==> src/rtl/capture_pkg.sv <==
// capture_pkg: shared definitions for the logic analyzer capture path.
//   state_t        capture FSM encoding (3 bits)
//   DATA_LEN_DEF   default sample width
//   DEPTH_DEF      default sample SRAM depth
package capture_pkg;

  localparam int DATA_LEN_DEF = 32;
  localparam int DEPTH_DEF    = 1024;

  typedef enum logic [2:0] {
    ST_IDLE = 3'd0,
    ST_PRE  = 3'd1,
    ST_WAIT = 3'd2,
    ST_POST = 3'd3,
    ST_DONE = 3'd4
  } state_t;

endpackage

==> src/rtl/trig_match.sv <==
// trig_match: combinational masked comparator.
//   data_in     sample under test
//   trig_value  value to compare against
//   trig_mask   1 = bit participates in the compare
//   hit         1 when every masked bit of data_in equals trig_value
// An all-zero mask compares nothing and therefore always hits.
module trig_match
  import capture_pkg::*;
#(
  parameter int DATA_LEN = DATA_LEN_DEF
) (
  input  logic [DATA_LEN-1:0] data_in,
  input  logic [DATA_LEN-1:0] trig_value,
  input  logic [DATA_LEN-1:0] trig_mask,
  output logic                hit
);

  assign hit = ~|((data_in ^ trig_value) & trig_mask);

endmodule

==> src/rtl/capture_ctrl.sv <==
// capture_ctrl: write-side controller of the logic analyzer capture path.
// Drives the sample SRAM write port as a circular buffer holding pre_q
// samples before the trigger, the trigger sample, and DEPTH-1-pre_q after.
//
// Ports:
//   clk         capture clock
//   rst         asynchronous active-high reset
//   arm         one-cycle start request (ignored while busy)
//   abort       one-cycle cancel request (wins over arm)
//   sample_en   data_in is valid this cycle
//   data_in     probe sample
//   trig_value  trigger compare value
//   trig_mask   trigger compare mask (1 = bit compared)
//   pre_len     number of pre-trigger samples, latched on arm
//   wen         SRAM write enable (registered)
//   wr_addr     SRAM write address (registered)
//   wr_data     SRAM write data (registered)
//   busy        capture in progress (PRE, WAIT, POST)
//   triggered   trigger sample has been written
//   done        capture complete, buffer stable
//   trig_addr   address of the trigger sample
//   start_addr  address of the oldest sample, valid with done
//
// state | meaning
// ------+------------------------------------------------------------
// IDLE  | not capturing; waits for arm
// PRE   | filling pre_q pre-trigger samples, trigger ignored
// WAIT  | writing around the ring until the first trigger hit
// POST  | writing the remaining DEPTH-1-pre_q post-trigger samples
// DONE  | buffer complete; start_addr valid; arm re-arms
module capture_ctrl
  import capture_pkg::*;
#(
  parameter int DATA_LEN = DATA_LEN_DEF,
  parameter int DEPTH    = DEPTH_DEF,
  parameter int ADDR_LEN = $clog2(DEPTH)
) (
  input  logic                clk,
  input  logic                rst,
  input  logic                arm,
  input  logic                abort,
  input  logic                sample_en,
  input  logic [DATA_LEN-1:0] data_in,
  input  logic [DATA_LEN-1:0] trig_value,
  input  logic [DATA_LEN-1:0] trig_mask,
  input  logic [ADDR_LEN-1:0] pre_len,
  output logic                wen,
  output logic [ADDR_LEN-1:0] wr_addr,
  output logic [DATA_LEN-1:0] wr_data,
  output logic                busy,
  output logic                triggered,
  output logic                done,
  output logic [ADDR_LEN-1:0] trig_addr,
  output logic [ADDR_LEN-1:0] start_addr
);

  localparam logic [ADDR_LEN-1:0] ADDR_MAX = ADDR_LEN'(DEPTH - 1);

  state_t              state, state_nxt;
  logic [ADDR_LEN-1:0] ptr, ptr_nxt;
  logic [ADDR_LEN-1:0] count, count_nxt;
  logic [ADDR_LEN-1:0] pre_q, pre_q_nxt;
  logic [ADDR_LEN-1:0] post_cnt, post_cnt_nxt;
  logic                triggered_nxt;
  logic [ADDR_LEN-1:0] trig_addr_nxt, start_addr_nxt;
  logic                wen_nxt;
  logic [ADDR_LEN-1:0] wr_addr_nxt;
  logic [DATA_LEN-1:0] wr_data_nxt;

  logic                hit;
  logic [ADDR_LEN-1:0] count_inc;
  logic [ADDR_LEN-1:0] post_init;

  trig_match #(
    .DATA_LEN (DATA_LEN)
  ) u_trig_match (
    .data_in    (data_in),
    .trig_value (trig_value),
    .trig_mask  (trig_mask),
    .hit        (hit)
  );

  assign count_inc = count + 1'b1;
  // Samples still owed after the trigger so the ring holds exactly DEPTH.
  assign post_init = ADDR_MAX - pre_q;

  assign busy = (state == ST_PRE) || (state == ST_WAIT) || (state == ST_POST);
  assign done = (state == ST_DONE);

  always_ff @(posedge clk or posedge rst) begin
    if (rst) begin
      state      <= ST_IDLE;
      ptr        <= '0;
      count      <= '0;
      pre_q      <= '0;
      post_cnt   <= '0;
      triggered  <= 1'b0;
      trig_addr  <= '0;
      start_addr <= '0;
      wen        <= 1'b0;
      wr_addr    <= '0;
      wr_data    <= '0;
    end else begin
      state      <= state_nxt;
      ptr        <= ptr_nxt;
      count      <= count_nxt;
      pre_q      <= pre_q_nxt;
      post_cnt   <= post_cnt_nxt;
      triggered  <= triggered_nxt;
      trig_addr  <= trig_addr_nxt;
      start_addr <= start_addr_nxt;
      wen        <= wen_nxt;
      wr_addr    <= wr_addr_nxt;
      wr_data    <= wr_data_nxt;
    end
  end

  always_comb begin
    state_nxt      = state;
    ptr_nxt        = ptr;
    count_nxt      = count;
    pre_q_nxt      = pre_q;
    post_cnt_nxt   = post_cnt;
    triggered_nxt  = triggered;
    trig_addr_nxt  = trig_addr;
    start_addr_nxt = start_addr;
    wen_nxt        = 1'b0;
    wr_addr_nxt    = wr_addr;
    wr_data_nxt    = wr_data;

    if (abort) begin
      // The sample presented with abort is dropped; a write already on
      // the port this cycle completes on its own.
      state_nxt     = ST_IDLE;
      triggered_nxt = 1'b0;
    end else begin
      // Every accepted sample in PRE/WAIT/POST is written at ptr; the
      // pointer wraps naturally because DEPTH is a power of two.
      if (busy && sample_en) begin
        wen_nxt     = 1'b1;
        wr_addr_nxt = ptr;
        wr_data_nxt = data_in;
        ptr_nxt     = ptr + 1'b1;
      end

      unique case (state)
        ST_IDLE, ST_DONE: begin
          if (arm) begin
            pre_q_nxt     = pre_len;
            ptr_nxt       = '0;
            count_nxt     = '0;
            post_cnt_nxt  = '0;
            triggered_nxt = 1'b0;
            state_nxt     = (pre_len == '0) ? ST_WAIT : ST_PRE;
          end
        end

        ST_PRE: begin
          if (sample_en) begin
            count_nxt = count_inc;
            if (count_inc == pre_q) begin
              state_nxt = ST_WAIT;
            end
          end
        end

        ST_WAIT: begin
          if (sample_en && hit) begin
            trig_addr_nxt = ptr;
            triggered_nxt = 1'b1;
            post_cnt_nxt  = post_init;
            if (post_init == '0) begin
              // Trigger sample is the last one; trig_addr is loading this
              // cycle, so derive the oldest address from ptr directly.
              state_nxt      = ST_DONE;
              start_addr_nxt = ptr - pre_q;
            end else begin
              state_nxt = ST_POST;
            end
          end
        end

        ST_POST: begin
          if (sample_en) begin
            post_cnt_nxt = post_cnt - 1'b1;
            if (post_cnt == ADDR_LEN'(1)) begin
              state_nxt      = ST_DONE;
              start_addr_nxt = trig_addr - pre_q;
            end
          end
        end

        default: begin
          state_nxt = ST_IDLE;
        end
      endcase
    end
  end

endmodule

==> config.mk <==
export PLATFORM = sky130hd
export DESIGN_NAME = capture_ctrl
export DESIGN_NICKNAME = d
export VERILOG_FILES = /design/src/rtl/capture_pkg.sv /design/src/rtl/trig_match.sv /design/src/rtl/capture_ctrl.sv
export SDC_FILE = /design/constraint.sdc
export NUM_CORES = 1
export LEC_CHECK = 0
export CAP_MARGIN = 10
export CORE_UTILIZATION = 28
export CTS_CLUSTER_SIZE = 16
export DETAILED_ROUTE_END_ITERATION = 10
export SLEW_MARGIN = 20
export SYNTH_ARGS = -nofsm -noshare
export SYNTH_HDL_FRONTEND = slang
export SYNTH_SLANG_ARGS = --single-unit
==> constraint.sdc <==
create_clock -name clk -period 10.6 [get_ports clk]
set_input_delay 2.12 -clock clk [delete_from_list [all_inputs] [get_ports clk]]
set_output_delay 2.12 -clock clk [all_outputs]
set_load 0.01 [all_outputs]
# --- Word-level counts from Yosys, hierarchy flattened ---
# Cells that the tools add are included.
totals:
  regBits: 107
  latchBits: 0
  ram_bits: 0
  mem_bits_ro: 0
  input_bits: 111
  output_inout_bits: 66
  elab_cells: 90
  n_memories: 0
classes:
  addsub: 6
  multipliers: 0
  n_div: 0
  order_cmp: 0
  eq_ne: 18
  shifts: 0
  n_mux: 30
  bitwise_logic: 3
  n_reduce_logical: 22
op_table:
  columns: ["cell", "count"]
  rows:
  - ["10-bit two-way mux", 11]
  - ["10-bit case mux with 2 select lines", 2]
  - ["32-bit AND", 1]
  - ["32-bit OR reduction", 1]
  - ["32-bit XOR", 1]
  - ["10-bit case mux with 3 select lines", 1]
  - ["3-bit two-way mux", 8]
  - ["10-bit by 1-bit adder with 10-bit output (second input constant)", 2]
  - ["10-bit logical NOT", 2]
  - ["10-bit subtractor", 2]
  - ["3-bit case mux with 4 select lines", 1]
  - ["6-bit AND reduction", 2]
  - ["10-bit by 1-bit equality test with 1-bit output (second input constant)", 1]
  - ["10-bit equality test", 1]
  - ["10-bit by 1-bit subtractor with 10-bit output (second input constant)", 1]
  - ["10-bit subtractor (first input constant)", 1]
  - ["3-bit by 2-bit != test with 1-bit output (second input constant)", 3]
  - ["3-bit != test (second input constant)", 3]
  - ["3-bit AND reduction", 3]
  - ["3-bit by 2-bit equality test with 1-bit output (second input constant)", 2]
  - ["2-bit by 1-bit != test with 1-bit output (second input constant)", 3]
  - ["2-bit != test (second input constant)", 3]
  - ["3-bit nonzero test", 2]
  - ["1-bit two-way mux", 5]
  - ["14 further kinds", 17]

# --- Longest topological paths before layout ---
# Gate-level depths: netlist of run 1.
logic_depth:
  depth_word: 8
  mapped_depth: 14
  ltp_nobuf: 13

# --- Hierarchy ---
# From an unflattened synthesis of run 1, not the netlist that was laid out.
unflattened:
  cells_unflattened: 645
  hier_area_um2: 5886.9
by_module_without_submodules:
  columns: ["mod", "n_inst", "cells_per_inst", "area_per_inst_um2", "seq_area_each_um2"]
  rows:
  - ["capture_ctrl", 1, 592, 5449.0, 2677.6]
  - ["trig_match", 1, 53, 437.9, 0.0]

# --- Worst setup path after synthesis of run 1 ---
# No wires, ideal clock.
synth_timing:
  kind: "input port to flip-flop"
  startpoint: "input data_in[17]"
  endpoint: "register start_addr[1]"
  arrival_time_ps: 3918
  setup_slack_ps: 6557
  stages: 8
  cell_sequence: "xor2_1 a22oi_1 nand4_1 nor4_1 a31oi_1 or3_4 buf_6 mux2_4"
synth_between:
  elab_chain_cells: 7
synth_rtl:
  columns: ["item", "line", "source"]
  rows:
  - ["start, declared", "capture_ctrl.sv:43", "input logic [DATA_LEN-1:0] data_in,"]
  - ["32-bit XOR", "trig_match.sv:18", "assign hit = ~|((data_in ^ trig_value) & trig_mask);"]
  - ["32-bit AND", "trig_match.sv:18", null]
  - ["32-bit OR reduction", "trig_match.sv:18", null]
  - ["1-bit logical NOT", "trig_match.sv:18", null]
  - ["1-bit logical AND", "capture_ctrl.sv:168", "if (sample_en && hit) begin"]
  - ["2-bit by 1-bit != test with 1-bit output (no source line)", null, null]
  - ["6-bit AND reduction (no source line)", null, null]
  - ["end signal, assigned", "capture_ctrl.sv:111", "start_addr <= start_addr_nxt;"]
  - ["end, declared", "capture_ctrl.sv:54", "output logic [ADDR_LEN-1:0] start_addr"]
# No other way between the ends.
# A chain may end at the register's enable or synchronous reset.

# --- Worst setup path in the final report of run 1 ---
layout_timing:
  startpoint: "input data_in[3]"
  endpoint: "register start_addr[2]"
# Same word-level chain as after synthesis.

==> results by group, run 1 <==
Timing
  – Relative max-transition margin: 37.3%
  – Clk_skew: 0.0156 ns
  – Hold Vio Cnt, Final: 0
  – Slew Limit Fails: 0
  – Max Freq: 0.225 GHz
  – Count of final setup violators: 0
  – Worst-margin pin slew: 0.940 ns
  – Period Utilization, post-route: 42.0%
  – TNS Setup: 0 ns
  – RSZ-0062 raised after global routing: false
  – Worst hold slack: 0.477 ns
  – Min cycle time layout: 4.45 ns

Synthesis
  – Sequential area share after synthesis: 45.4%
  – Main flop type after synthesis: dfrtp_1
  – Post-synth design cell area: 5900 um^2
  – Yosys reg bits: 107
  – Synth Warn #: 0
  – Cell count after synthesis: 654
  – Post-synth ARST share: 100%
  – Post-synth EDFFs: 0
  – Library cells used by synthesis: 47
  – Synthesized area per cell: 9.01 um^2
  – Syn nets: 779

Worst setup path
  – Critical Path Slowest Stage Cell: or3_4
  – WS Path Type: in -> reg
  – Cell family with most CP delay: simple AND/OR/NAND/NOR gates
  – Critical path startpoint category: primary input
  – CP Max Fanout: 16
  – Critical path endpoint category: register
  – Worst path required time: 10.85 ns
  – Critical path buffers and inverters: 2
  – Arr. time, crit path: 4.70 ns
  – Slowest stage delay, CP: 0.51 ns
  – Worst path cell trace: clkdlybuf4s50_1, xor2_1, a22oi_1, nand4_1, nor4_1, a31oi_1, buf_4, or3_4, mux2_4

Clock network
  – Post-CTS sizing: 0
  – Clock tree buffer depth: 2
  – Hold_buf cts: 0
  – CTS root buf: clkbuf_16
  – H-tree depth: 3
  – Post-CTS Setup Bufs: 0
  – CTS tree: done
  – Total CTS buffers: 9
  – Worst skew pair latency: 0.37 ns
  – Worst-path clk slew: 0.08 ns
  – Sink Count: 107

Floorplanning
  – Num ports: 177
  – Rows: 52
  – Starting density of the core: 28.9%
  – DIE AREA: 21600 um^2
  – CORE AREA: 20400 um^2
  – Die X: 147 um
  – DIE HEIGHT: 147 um

Cells and area
  – Cell Count, Final, Fillers Out: 1093
  – Synth-to-Final Area Change: 39.9%
  – Proportion of layout cells with a drive suffix above 1: 6.93%
  – NumNets Final: 943
  – Filler cells: 2110
  – Diodes inserted: 0
  – Post-Layout Inst Area: 8250 um^2
  – Fin util: 40.4%

Placed design
  – Gpl congestion: 0.825
  – Cell total after placement: 1077
  – Buffers on Ports: 176
  – Placed instance area: 7930 um^2
  – Dpl hpwl: 13.2 mm

Routing
  – Via count: 5256
  – Drt drc: 0
  – Routed Antenna Nets: 0
  – First-iteration detailed-routing DRC count: 301
  – Wire per inst: 15.9 um
  – Via/cell ratio: 4.81
  – Routed WL: 17.4 mm
  – First-pass DRT Iterations: 5

Power and ir drop
  – PD cells: 210 nW/um^2
  – Internal Pwr Total: 1.08 mW
  – Clock Power Share: 21.0%
  – Static Leakage: 3.72 nW
  – Reg power frac: 37.0%
  – Logic gate share of total power: 42.0%
  – Sw Share: 37.5%
  – VDD IR-drop max: 80.4 uV
  – Psw: 0.650 mW

Global routing
  – Grt ovf: 0
  – Vias in the first global route: 5110
  – GR Util All Layers: 16.4%
  – Initial antenna violation count: 0
  – Pin count of the biggest net entering global routing: 74
  – First-pass GRT wire length: 27.7 mm

Job
  – Max-cap violations: 0

Run status
  – Outcome: complete, no violations

Min path
  – Worst Hold Class: reg -> reg
[cells by family after synthesis]
| family | count (synthesis) | share of synthesized area, % |
|---|---|---|
| compound gates | 120 | 12.7 |
| xor+xnor | 58 | 8.62 |
| simple gates | 274 | 20.5 |
| flops | 107 | 45.4 |
| buf+inv | 50 | 3.31 |
| mux | 31 | 6.30 |
| fa+ha+maj | 14 | 3.10 |
[cell usage in the layout (no fill, tap or decap), types with 17 or more instances in the layout]
cell type	n
inv_1	20
nor2_1	43
dfrtp_1	107
a21oi_1	17
nand3_1	17
mux2_2	21
clkdlybuf4s50_1	176
nand2_1	150
xor2_1	45
o21ai_0	45
[layout make-up]
cell class | count | area [um^2] | share of cell area, %
clock buffer | 9 | 225 | 2.73
inverter | 21 | 81.3 | 0.986
clock inverter | 7 | 95.1 | 1.15
timing repair buffer | 182 | 1810 | 21.9
tap | 270 | 338 | 4.10
multi-input combinational | 497 | 3020 | 36.7
sequential | 107 | 2680 | 32.5
[final timing paths]
| kind | startpoint | to | slack [ns] | depth (start not counted) |
|---|---|---|---|---|
| max in group asynchronous | rst | count[2]$_DFFE_PP0P_ | 7.18 | 3 |
| worst max register to register | state[0]$_DFFE_PP0P_ | start_addr[9]$_DFFE_PP0P_ | 7.24 | 12 |
| min in group asynchronous | rst | wr_addr[4]$_DFFE_PP0P_ | 2.10 | 2 |
| worst max-delay path | data_in[3] | start_addr[2]$_DFFE_PP0P_ | 6.15 | 9 |
| worst min-delay path | wr_data[0]$_DFFE_PP0P_ | wr_data[0]$_DFFE_PP0P_ | 0.48 | 2 |
| worst min register to register | wr_data[0]$_DFFE_PP0P_ | wr_data[0]$_DFFE_PP0P_ | 0.48 | 2 |
[flip-flops by register name (all words and copies together), names as in the netlist, 10 cells and up]
| signal | count |
|---|---|
| count | 10 |
| post_cnt | 10 |
| pre_q | 10 |
| ptr | 10 |
| start_addr | 10 |
| trig_addr | 10 |
| wr_addr | 10 |
| wr_data | 32 |
[power by group through the flow]
stage               registers [mW]  clock network, mW  logic [mW]
finish                       0.641              0.363       0.729
CTS                          0.642              0.374       0.735
global placement             0.646                  0       0.728
floorplan                    0.643                  0       0.395
detailed placement           0.646                  0       0.734
global route                 0.660              0.387       0.806
[cell usage after synthesis, types with 2 or more instances]
library cell / instances / area, um^2
nand2_1: 150 / 563
dfrtp_1: 107 / 2680
o21ai_0: 45 / 225
xor2_1: 45 / 394
nor2_1: 43 / 161
clkbuf_1: 26 / 97.6
inv_1: 21 / 78.8
mux2_2: 21 / 236
a21oi_1: 17 / 85.1
nand3_1: 17 / 85.1
a22oi_1: 15 / 113
ha_1: 13 / 163
nor3_1: 13 / 65.1
xnor2_1: 13 / 114
nand4_1: 11 / 68.8
o31ai_1: 10 / 75.1
mux2_4: 7 / 105
nor2b_1: 7 / 43.8
a31oi_1: 6 / 37.5
nand2b_1: 6 / 37.5
or3_1: 6 / 37.5
and2_1: 5 / 31.3
a21o_1: 4 / 30.0
and3_1: 4 / 25.0
nor4_1: 4 / 25.0
o21a_1: 4 / 30.0
o22ai_1: 4 / 25.0
mux2i_1: 3 / 30.0
o32a_1: 3 / 30.0
or2_2: 3 / 18.8
a211o_1: 2 / 17.5
a211oi_1: 2 / 15.0
buf_1: 2 / 7.51
o32ai_1: 2 / 17.5
[through the flow]
stage | power (mW) | worst slack [ns]
floorplan | 1.04 | 5.66
global placement | 1.37 | 5.71
detailed placement | 1.38 | 5.78
CTS | 1.75 | 6.16
global route | 1.85 | 6.01
finish | 1.73 | 6.15
[routing by layer]
metal / vias up / track usage, % / routed length [um]
met5: - / 0 / 0
met1: 2533 / 21.7 / 7810
li1: 2562 / - / -
met2: 144 / 26.5 / 8360
met4: 0 / 4.38 / 240
met3: 17 / 4.41 / 972
[tightest hold or removal path: stages, from the launching register on]
cell,delay [ns]
dfrtp_1,0.35
nand2_1,0.05
nand2_1,0.05
No activity file was read; power rests on OpenSTA's default activity.
==> inputs of run 2 (changes only) <==
==> constraint.sdc (replaced) <==
create_clock -name clk -period 4.4 [get_ports clk]
set_input_delay 0.88 -clock clk [delete_from_list [all_inputs] [get_ports clk]]
set_output_delay 0.88 -clock clk [all_outputs]
set_load 0.01 [all_outputs]
==> run 2 against run 1 <==
Against the previous run:
- routed wire length barely moved
- first-iteration DRC count fell by 24%
- total power rose by 140%
- sequential share of layout area barely moved
- clock power rose by 130%
- worst hold slack got worse by 0.0033 ns
- critical path depth rose by 2
- combinational power rose by 140%
- critical path type is now reg -> reg
- largest power group unchanged
==> results by group, run 2 (synthesis results as in run 1) <==
Clock network
  – Hold_buf cts: 0
  – Post-CTS Setup Bufs: 0
  – H-tree depth: 3
  – Total CTS buffers: 9
  – Clock tree buffer depth: 2
  – CTS tree: done
  – CTS root buf: clkbuf_16
  – Sink Count: 107
  – Post-CTS sizing: 0
  – Worst-path clk slew: 0.08 ns
  – Worst skew pair latency: 0.36 ns

Global routing
  – GR Util All Layers: 16.5%
  – Grt ovf: 0
  – Initial antenna violation count: 0
  – Vias in the first global route: 5162
  – Pin count of the biggest net entering global routing: 58
  – First-pass GRT wire length: 27.8 mm

Cells and area
  – Number of flip-flops in the largest register: 32
  – Most frequent cells in the layout: clkdlybuf4s50_1, nand2_1, dfrtp_1
  – Proportion of layout cells with a drive suffix above 1: 7.03%
  – Diodes inserted: 0
  – NumNets Final: 945
  – Fin util: 40.4%
  – Cell Count, Final, Fillers Out: 1095
  – Biggest register: wr_data
  – Post-Layout Inst Area: 8260 um^2
  – Commonest non-fill, non-tap cell in the layout: clkdlybuf4s50_1
  – Synth-to-Final Area Change: 40.0%

Placed design
  – Post-Place Setup Slack: 0.716 ns
  – Gpl congestion: 0.795
  – Cell total after placement: 1079
  – Dpl hpwl: 13.3 mm
  – Buffers on Ports: 176
  – Placed instance area: 7950 um^2

Job
  – Max-cap violations: 0

Timing
  – Count of final setup violators: 0
  – TNS Setup: 0 ns
  – Min cycle time layout: 3.40 ns
  – Clk_skew: 0.00860 ns
  – Relative max-transition margin: 54.0%
  – Max Freq: 0.294 GHz
  – Worst hold slack: 0.474 ns
  – Period Utilization, post-route: 77.4%
  – Hold Vio Cnt, Final: 0
  – Worst-margin pin slew: 0.690 ns
  – Final worst slack: 0.995 ns
  – RSZ-0062 raised after global routing: false
  – Slew Limit Fails: 0

Power and ir drop
  – Static Leakage: 3.73 nW
  – VDD IR-drop max: 244 uV
  – Logic gate share of total power: 42.4%
  – Psw: 1.54 mW
  – Sw Share: 37.0%
  – Final Power: 4.16 mW
  – Clock Power Share: 20.2%
  – Reg power frac: 37.3%
  – Internal Pwr Total: 2.62 mW
  – PD cells: 503 nW/um^2

Routing
  – Routed WL: 17.4 mm
  – Via/cell ratio: 4.76
  – Drt drc: 0
  – Wire per inst: 15.9 um
  – Routed Antenna Nets: 0
  – Via count: 5214
  – First-pass DRT Iterations: 4
  – First-iteration detailed-routing DRC count: 229

Floorplanning
  – CORE AREA: 20400 um^2
  – Die X: 147 um
  – DIE AREA: 21600 um^2
  – Num ports: 177
  – Rows: 52
  – Starting density of the core: 28.9%
  – DIE HEIGHT: 147 um

Worst setup path
  – Arr. time, crit path: 3.64 ns
  – Slowest stage delay, CP: 0.56 ns
  – Critical path startpoint category: register
  – Worst path cell trace: nor2b_1, nand2_1, mux2_2, ha_1, nor2b_1, o21a_1, o21ai_0, a21oi_1, o32ai_1, xnor2_1, mux2_4
  – WS Path Type: reg -> reg
  – Critical Path Slowest Stage Cell: dfrtp_1
  – Critical path buffers and inverters: 0
  – CP Max Fanout: 12
  – Worst path required time: 4.64 ns
  – Critical Path Most Common Cell: nor2b_1
  – Critical path endpoint category: register
  – Cell family with most CP delay: compound AO/OA/AOI/OAI gates

Run status
  – Outcome: complete, no violations

Min path
  – Worst Hold Class: reg -> reg
run 2: cell count changes in the layout (fill, tap and decap cells not counted):
cell / previous run / this run
clkbuf_1: 0 / 1
buf_4: 6 / 7
clkbuf_8: 0 / 1
clkinvlp_4: 1 / 0
buf_12: 0 / 1
clkinv_8: 2 / 0
clkinv_2: 1 / 2
run 2: final cells by class:
| cell class | instances | area (um^2) |
|---|---|---|
| Fill cell | 2074 | 12200 |
| Multi-Input combinational cell | 497 | 3020 |
| Sequential cell | 107 | 2680 |
| Timing Repair Buffer | 184 | 1830 |
| Tap cell | 270 | 338 |
| Clock buffer | 11 | 243 |
| Inverter | 21 | 81.3 |
| Clock inverter | 5 | 60.1 |
run 2: final timing paths:
kind                            slack, ns                         to  cells past startpoint                    start
worst max-delay path                  1.0  start_addr[9]$_DFFE_PP0P_                     11     state[0]$_DFFE_PP0P_
worst min-delay path                 0.47    wr_data[19]$_DFFE_PP0P_                      2  wr_data[19]$_DFFE_PP0P_
worst max register to register        1.0  start_addr[9]$_DFFE_PP0P_                     11     state[0]$_DFFE_PP0P_
worst min register to register       0.47    wr_data[19]$_DFFE_PP0P_                      2  wr_data[19]$_DFFE_PP0P_
max in group asynchronous            2.65    post_cnt[6]$_DFFE_PP0P_                      3                      rst
min in group asynchronous            0.99     wr_addr[3]$_DFFE_PP0P_                      2                      rst
run 2: power by group through the flow:
stage                     sequential, mW  clock [mW]  combinational (mW)
after floorplan                     1.55           0               0.951
after global placement              1.56           0                1.76
after detailed placement            1.56           0                1.78
after CTS                           1.55       0.866                1.78
after global routing                1.59       0.900                1.95
final                               1.55       0.841                1.76
run 2: metal layers:
metal	share of wire, %	vias up	track usage (%)	wire length, um
li1	-	2580	-	-
met1	45	2482	21.8	7870
met2	48	131	27.0	8340
met3	5.2	21	3.73	906
met4	1.6	0	4.90	274
met5	0	-	0	0
run 2: worst reg2reg max path: cells and delay by family, from the launching register on:
kind / cells / cell delay [ns]
AO/OA/AOI/OAI: 4 / 0.92
flip-flops: 1 / 0.56
XOR/XNOR: 1 / 0.12
adder cells (fa/ha/maj): 1 / 0.27
AND/OR/NAND/NOR: 3 / 0.80
multiplexers: 2 / 0.64
